**src/rtl/instr_loader.sv**
```systemverilog
// instr_loader: streams instruction words into a DEPTH-entry store, then serves them to fetch.
module instr_loader #(
  parameter int DATA_W = 8,
  parameter int DEPTH = 8,
  parameter logic [DATA_W-1:0] END_WORD = {DATA_W{1'b1}},
  parameter logic [DATA_W-1:0] NOP_WORD = {DATA_W{1'b0}},
  localparam int ADDR_W = $clog2(DEPTH),
  localparam int CNT_W = $clog2(DEPTH + 1)
) (
  input  logic              clk,
  input  logic              reset,
  input  logic              start,
  input  logic              in_valid,
  input  logic [DATA_W-1:0] in_data,
  output logic              in_ready,
  input  logic [ADDR_W-1:0] rd_addr,
  output logic [DATA_W-1:0] rd_data,
  output logic [CNT_W-1:0]  count,
  output logic              prog_ready,
  output logic              full_term
);
  typedef enum logic [1:0] {IDLE, LOAD, DONE} state_t;
  state_t state, state_nxt;
  logic [DATA_W-1:0] mem [DEPTH];
  logic accept, is_end, last;
  logic [ADDR_W-1:0] wr_idx;
  assign in_ready = state == LOAD;
  assign prog_ready = state == DONE;
  assign accept = in_valid && in_ready;
  assign is_end = in_data == END_WORD;
  assign last = count == CNT_W'(DEPTH - 1);
  assign wr_idx = count[ADDR_W-1:0];
  // Count doubles as the write pointer; it also masks stale slots from earlier loads.
  assign rd_data = (CNT_W'(rd_addr) < count) ? mem[rd_addr] : NOP_WORD;
  always_ff @(posedge clk or posedge reset)
    if (reset) state <= IDLE;
    else state <= state_nxt;
  always_comb begin
    state_nxt = state;
    state_nxt = (state == LOAD) ? ((accept && (is_end || last)) ? DONE : LOAD)
                                : (start ? LOAD : state);
  end
  always_ff @(posedge clk or posedge reset)
    if (reset) begin
      for (int i = 0; i < DEPTH; i++) mem[i] <= NOP_WORD;
      count <= '0;
      full_term <= 1'b0;
    end else if (start && state != LOAD) begin
      count <= '0;
      full_term <= 1'b0;
    end else if (accept && !is_end) begin
      mem[wr_idx] <= in_data;
      count <= count + 1'b1;
      if (last) full_term <= 1'b1;
    end
endmodule

```
**config.mk**
```make
export PLATFORM = sky130hd
export DESIGN_NAME = instr_loader
export DESIGN_NICKNAME = d
export VERILOG_FILES = /design/src/rtl/instr_loader.sv
export SDC_FILE = /design/constraint.sdc
export NUM_CORES = 1
export LEC_CHECK = 0
export BUFFER_PORTS_ARGS = -buffer_cell sky130_fd_sc_hd__buf_2
export CAP_MARGIN = 20
export CORE_ASPECT_RATIO = 1.1
export CORE_MARGIN = 1.5
export CORE_UTILIZATION = 47
export DETAILED_ROUTE_END_ITERATION = 8
export PLACE_DENSITY = 0.68
export RECOVER_POWER = 100
export SLEW_MARGIN = 20
export SYNTH_ARGS = -nofsm -noshare
export SYNTH_HDL_FRONTEND = slang
export SYNTH_SLANG_ARGS = --single-unit
```
**constraint.sdc**
```tcl
create_clock -name clk -period 2.3 [get_ports clk]
set_input_delay 0.46 -clock clk [delete_from_list [all_inputs] [get_ports clk]]
set_output_delay 0.46 -clock clk [all_outputs]
set_load 0.05 [all_outputs]
```
After elaboration in Yosys (flattened, before gate mapping)
Index checks and enable logic that the tools add are counted.

word-level totals
  output and inout bits = 15
  logic and storage cells = 51
  bits of input ports = 15
  register bits = 71

cells by class
  order comparisons = 4
  muxes and demuxes = 15
  reduce and logical (&&, ||, !) cells = 12
  add/subtract/negate cells = 1
  bitwise logic cells = 3
  eq/ne operators = 5

operator list
  cell                                                                   count
  64-bit bitwise mux                                                     1
  8-bit two-way mux                                                      4
  8-bit binary-select mux with 3-bit select                              1
  8-bit demux with 3-bit select                                          1
  8-bit == test (second input constant)                                  1
  4-bit >= comparator (second input constant)                            2
  4-bit two-way mux                                                      2
  3-bit NOT with 4-bit output                                            2
  2-bit two-way mux                                                      3
  2-bit nonzero test                                                     3
  1-bit logical AND                                                      5
  4-bit by 1-bit adder with 4-bit output (second input constant)         1
  4-bit by 3-bit == test with 1-bit output (second input constant)       1
  3-bit by 4-bit < comparator with 1-bit output                          1
  4-bit by 1-bit < comparator with 1-bit output (second input constant)  1
  2-bit AND reduction                                                    2
  1-bit two-way mux                                                      3
  2-bit by 1-bit == test with 1-bit output (second input constant)       1
  2-bit == test (second input constant)                                  1
  2-bit by 1-bit != test with 1-bit output (second input constant)       1
  1-bit zero test                                                        1
  1-bit logical OR                                                       1
  1-bit NOT                                                              1

Logic depth before layout (Yosys ltp)
Gate-level depths: netlist (run 1).

  depth after elaboration = 6
  depth in mapped cells = 6

Least setup slack after synthesis (run 1)
No wires, ideal clock.

  kind = register -> output
  start = register count[1]
  end = output rd_data[0]
  arrival = 2346 ps
  setup slack = -506 ps
  cell stages (with the launch flop) = 6
  path buffers = 1
  path through = dfrtp_1 > clkbuf_1 > inv_1 > ha_1 > a211o_1 > a21oi_1

on the way
  longest elaborated chain between the ends = 2

RTL lines
  element                                        RTL line  RTL
  start: declaration                             18        output logic [CNT_W-1:0] count,
  start signal: assignment                       53        count <= count + 1'b1;
  3-bit by 4-bit < comparator with 1-bit output  34        assign rd_data = (CNT_W'(rd_addr) < count) ? mem[rd_addr] : NOP_WORD;
  8-bit two-way mux                              34
  end: declaration                               17        output logic [DATA_W-1:0] rd_data,

No other way between the ends.

Final worst setup path (run 1)
  start = register count[1]
  end = output rd_data[1]

The elaborated chain is that of the path after synthesis.

==> metrics.yaml, run 1 <==
p_per_area_nw_per_um2: 1475
via_count: 2078
met2_length_um: 3549
worst_setup_path_start_kind: "register"
grt_pass1_vias: 2070
hold_violations: 0
total_power_mw: 6.137
route.detailed.wl_per_inst_um: 20.27
drv_cap: 0
final.fill_count: 579
cp_max_fo: 8
yosys_warnings: 0
end_kind: "output port"
grt_use_total_pct: 20.05
syn_area_sq_um: 3506
slew_violations: 0
fmax_mhz: 440.9
clock_latency_ps: 340
synth_cell_type_count: 29
startpoint: "count[1]$_DFFE_PP0P_"
hold_ws_ps: 371.6
io_buffer_count: 29
die_height_um: 93.58
synthTopCellsByArea: "dfrtp_1, mux2_2, mux4_2"
top_layer_used: "met4"
ctsHoldBuffers: 0
arrival_ps: 1810
syn_avg_cell_area_sq_um: 15.18
fin_crit_ps: 2268
grt_max_degree: 33
p_leak_nw: 1.809
clk_path_buf_depth: 2
firstDrtPassIters: 6
grt_setup_unrepaired: "true"
status: "complete, but fails checks"
finalWirelength_um: 7338
pre_cts_slack_ps: -215.1
critPathKind: "reg2out"
setup_ws_ps: 31.91
drc: 1
violations: "DRC"
drive_gt1_share_pct: 53.79
dp.cells: 345
clk_pin_slew_ps: 80
wl_met3_um: 214
clock-sinks: 71
layout.nets: 290
fp.dieArea_sq_um: 7987
period_share_pct: 98.61
grt.overflow.total: 0
viasPerCell: 5.740
dp_hpwl_um: 4805
htree_levels: 3
grt_antenna_before_repair: 0
setup_viol: 0
tritoncts: "yes"
place_congestion: 0.7799
syn_inst: 231
vdd_ir_drop_max_mv: 0.7928
skew_ps: 5.453
cts_buffers: 9
finalNonFillerCells: 362
n_antenna_cell: 0
synth_nets: 249
yosysTopAreaCell: "dfrtp_1"
rows: 32
core_area_sq_um: 7127
wl_met1_um: 3446
timing.rr.start: "state[1]$_DFFE_PP0P_"
cts-root-buf: "clkbuf_8"
ios: 30
synth.top_cell.area_share_pct: 50.68
dr.first_iter.drc_count: 145
fin_util_pct: 58.39
die_w_um: 85.35
seq_area_frac_synth_pct: 50.68
ant_nets: 0
syn2layout_area_growth_pct: 18.70
min_path_type: "in2async"
initial_core_util_pct: 49.19
synth_seq_cells: 71
worstPathRequired_ps: 1840
relSlewSlack_pct: 15.38
grt_pass1_wl_um: 11570
tightest_slew_ps: 1262
## final cells by class
class                      instances  area (sq um)  area share [%]
timing repair buffer              44         316.6           7.607
clock inverter                     5         103.9           2.496
clock buffer                      11         151.4           3.638
tap                               85         106.4           2.556
inverter                           5         20.02          0.4811
sequential                        71          1779           42.75
multi-input combinational        141          1684           40.47
## worst paths after layout
kind	to	depth (start not counted)	slack [ps]
setup / recovery	rd_data[1]	5	30
hold / removal	mem[16]$_DFFE_PP0P_	2	370
setup reg to reg	mem[55]$_DFFE_PP0P_	4	410
hold reg to reg	mem[19]$_DFFE_PP0P_	1	490
max in group asynchronous	mem[41]$_DFFE_PP0P_	3	580
min in group clk	state[0]$_DFFE_PP0P_	3	390
## logic make-up (layout without fill, tap and decap cells)
group | after synthesis | count (layout) | share of synthesized area, %
compound gates | 28 | 28 | 7.744
fa+ha+maj | 3 | 3 | 1.071
buf+inv | 19 | 65 | 2.855
flops | 71 | 71 | 50.68
mux | 92 | 92 | 34.26
simple gates | 18 | 18 | 3.390
## cells in the final DEF, fill, tap and decap left out, types with 7 or more instances in the layout
master    instances
buf_6             9
dfrtp_1          69
buf_2            12
mux4_2           16
buf_4             8
mux2_2           60
o211ai_2          7
mux2i_1          12
a21oi_4           8
o21ai_0           8
clkbuf_8         11
clkbuf_1         10
## layer usage
| layer | track usage, % | vias to the layer above |
|---|---|---|
| met3 | 3.795 | 11 |
| met4 | 7.258 | 0 |
| met2 | 31.68 | 31 |
| met1 | 27.88 | 1083 |
| met5 | 0 | - |
| li1 | - | 953 |
## worst max-delay path, cell delays in order (launching register included)
cell and delay [ps]:
dfrtp_2 410, inv_2 70, ha_4 190, a211o_4 450, a21oi_4 180, buf_6 170
## power breakdown
part           total [mW]  switching, mW  internal (mW)
sequential           2.17          0.296           1.87
combinational        2.73           1.43           1.30
clock                1.24          0.461          0.780
total                6.14           2.19           3.95
## synth_stat cells, drive strengths merged
cell / number
mux4: 16
nor3: 1
a21oi: 9
clkbuf: 3
nand2b: 1
nor3b: 3
and3b: 4
a211o: 1
mux2: 64
o21ai: 8
o211ai: 9
nand4: 2
and3: 1
buf: 11
dfrtp: 71
ha: 3
mux2i: 12
nor2: 3
a22o: 1
nand3b: 1
inv: 5
nor2b: 2
## timing repair
action	CTS	global route
setup endpoints to repair	8	8
pin swaps	5	2
buffers inserted	1	0
resized for setup	19	2
## sequential cells by signal, summed over array words and instances, names as in the netlist
name,cells
state,2
mem,64
count,4
full_term,1
## per-stage QoR
step | TNS, ps | area, sq um
finish | 0 | 4161
global route | -19.71 | 4161
CTS | -16.61 | 4259
detailed placement | -1396 | 3919
global placement | -1276 | 3919
floorplan | 0 | 3628
Power figures use the tool's default switching activity.
==> run 2: changes to the inputs <==
BUFFER_PORTS_ARGS = -buffer_cell sky130_fd_sc_hd__clkbuf_2   (was -buffer_cell sky130_fd_sc_hd__buf_2)
CTS_CLUSTER_SIZE = 40   (was not set)
==> metrics.yaml, run 2 (synthesis results as in run 1) <==
vdd_ir_drop_max_mv: 0.9075  # +14%
final_cell_mix: "dfrtp_1, mux2_2, mux4_2, clkbuf_2, clkbuf_1"
setup_viol: 0  # unchanged
place_congestion: 0.7109  # -8.8%
clock_latency_ps: 340  # about the same
worstPathRequired_ps: 1840  # about the same
finalNonFillerCells: 360  # -0.55%
fin_crit_ps: 2270  # +1.413 ps
cp_max_fo: 8  # unchanged
grt.overflow.total: 0  # unchanged
skew_ps: 5.447  # -0.005580 ps
layout.nets: 290  # unchanged
route.detailed.wl_per_inst_um: 20.65  # +1.9%
final_common_cell: "dfrtp_1"
period_share_pct: 98.67  # about the same
worst_setup_path_start_kind: "register"
fp.dieArea_sq_um: 7987  # unchanged
top_regs: "mem: 64 flops, count: 4 flops, state: 2 flops"
grt_max_degree: 34  # +3.0%
placed_area_sq_um: 4051  # +3.4%
p_leak_nw: 1.791  # -0.99%
cp_slowest_cell: "a211o_4"
via_count: 2149  # +3.4%
fin_util_pct: 58.30  # -0.088 points
p_per_area_nw_per_um2: 1451  # -1.6%
grt_setup_unrepaired: "true"
drive_gt1_share_pct: 52.00  # -1.8 points
core_area_sq_um: 7127  # unchanged
fin_area_sq_um: 4155  # -0.15%
grt_pass1_wl_um: 11720  # +1.3%
min_path_type: "in2async"
ctsHoldBuffers: 0  # unchanged
dp.cells: 345  # unchanged
rows: 32  # unchanged
drc: 1  # unchanged
io_buffer_count: 29  # unchanged
total_power_mw: 6.028  # -1.8%
status: "complete, but fails checks"
crit_path_cell_trace: "inv_2, ha_4, a211o_4, a21oi_4, buf_12"
dp_hpwl_um: 4804  # about the same
syn2layout_area_growth_pct: 18.52
grt_pass1_vias: 2154  # +4.1%
dr.first_iter.drc_count: 166  # +14%
initial_core_util_pct: 49.19  # unchanged
end_kind: "output port"
clk_path_buf_depth: 2  # unchanged
tightest_slew_ps: 1034  # -228.7 ps
firstDrtPassIters: 6  # unchanged
finalWirelength_um: 7435  # +1.3%
regMostFlops: "mem"
drv_cap: 0  # unchanged
cts_buffers: 9  # unchanged
clk_pin_slew_ps: 70  # about the same
grt_use_total_pct: 20.31  # +0.27 points
critPathMaxStageDelay_ps: 440  # about the same
clock-sinks: 71  # unchanged
relSlewSlack_pct: 30.70  # +15 points
die_height_um: 93.58  # unchanged
n_antenna_cell: 0  # unchanged
largest_register_ff_count: 64  # unchanged
fmax_mhz: 440.6  # about the same
cts-root-buf: "clkbuf_8"
hold_violations: 0  # unchanged
htree_levels: 3  # unchanged
arrival_ps: 1810  # about the same
ios: 30  # unchanged
slew_violations: 0  # unchanged
ant_nets: 0  # unchanged
violations: "DRC"
grt_antenna_before_repair: 0  # unchanged
die_w_um: 85.35  # unchanged
tritoncts: "yes"
critPathKind: "reg2out"
viasPerCell: 5.969  # +4.0%
## run 2: power by group
part | internal (mW) | switching [mW]
registers | 1.87 | 0.299
logic | 1.45 | 1.46
clock network | 0.521 | 0.426
total | 3.84 | 2.19
## run 2: layout make-up
class,instances,area (sq um)
Tap cell,85,106.4
Clock buffer,13,148.9
Clock inverter,1,30.03
Multi-Input combinational cell,141,1684
Sequential cell,71,1779
Timing Repair Buffer,44,386.6
Fill cell,607,2972
Inverter,5,20.02
## run 2: worst max-delay path, delay by kind of cell (launching register included)
kind                       cells  cell delay, ps
buffers and inverters          2             220
DFF                            1             410
adders and majority gates      1             190
AOI/OAI and AO/OA              2             640
## run 2: repair_timing
| action | 4_1_cts | 5_1_grt |
|---|---|---|
| pin swaps | 5 | 2 |
| buffers inserted | 1 | 0 |
| gates resized for setup | 2 | 1 |
| endpoints found under the setup margin | 8 | 8 |
## run 2: final timing paths
| check | start | end | slack (ps) | depth (start not counted) |
|---|---|---|---|---|
| max in group asynchronous | reset | mem[30]$_DFFE_PP0P_ | 750 | 3 |
| worst min register to register | mem[22]$_DFFE_PP0P_ | mem[22]$_DFFE_PP0P_ | 490 | 1 |
| worst max-delay path | count[1]$_DFFE_PP0P_ | rd_data[6] | 30 | 5 |
| worst max register to register | state[0]$_DFFE_PP0P_ | mem[7]$_DFFE_PP0P_ | 350 | 5 |
| worst min-delay path | reset | mem[56]$_DFFE_PP0P_ | 280 | 2 |
| min in group clk | start | state[0]$_DFFE_PP0P_ | 380 | 3 |
## run 2: per-layer routing
metal | global-route usage (%) | vias up | share of wire (%)
li1 | - | 958 | -
met5 | 0 | - | 0
met1 | 26.85 | 1137 | 46
met2 | 33.13 | 45 | 50
met4 | 9.274 | 0 | 1.8
met3 | 3.266 | 9 | 2.9
## run 2: per-stage QoR
step	setup WS (ps)	setup TNS, ps	hold WS (ps)
4_1_cts	-17.46	-19.77	156.2
6_report	30.50	0	277.6
3_5_place_dp	62.88	0	480.4
3_3_place_gp	89.74	0	468.0
2_1_floorplan	9.522	0	458.7
5_1_grt	-13.22	-30.23	362.3
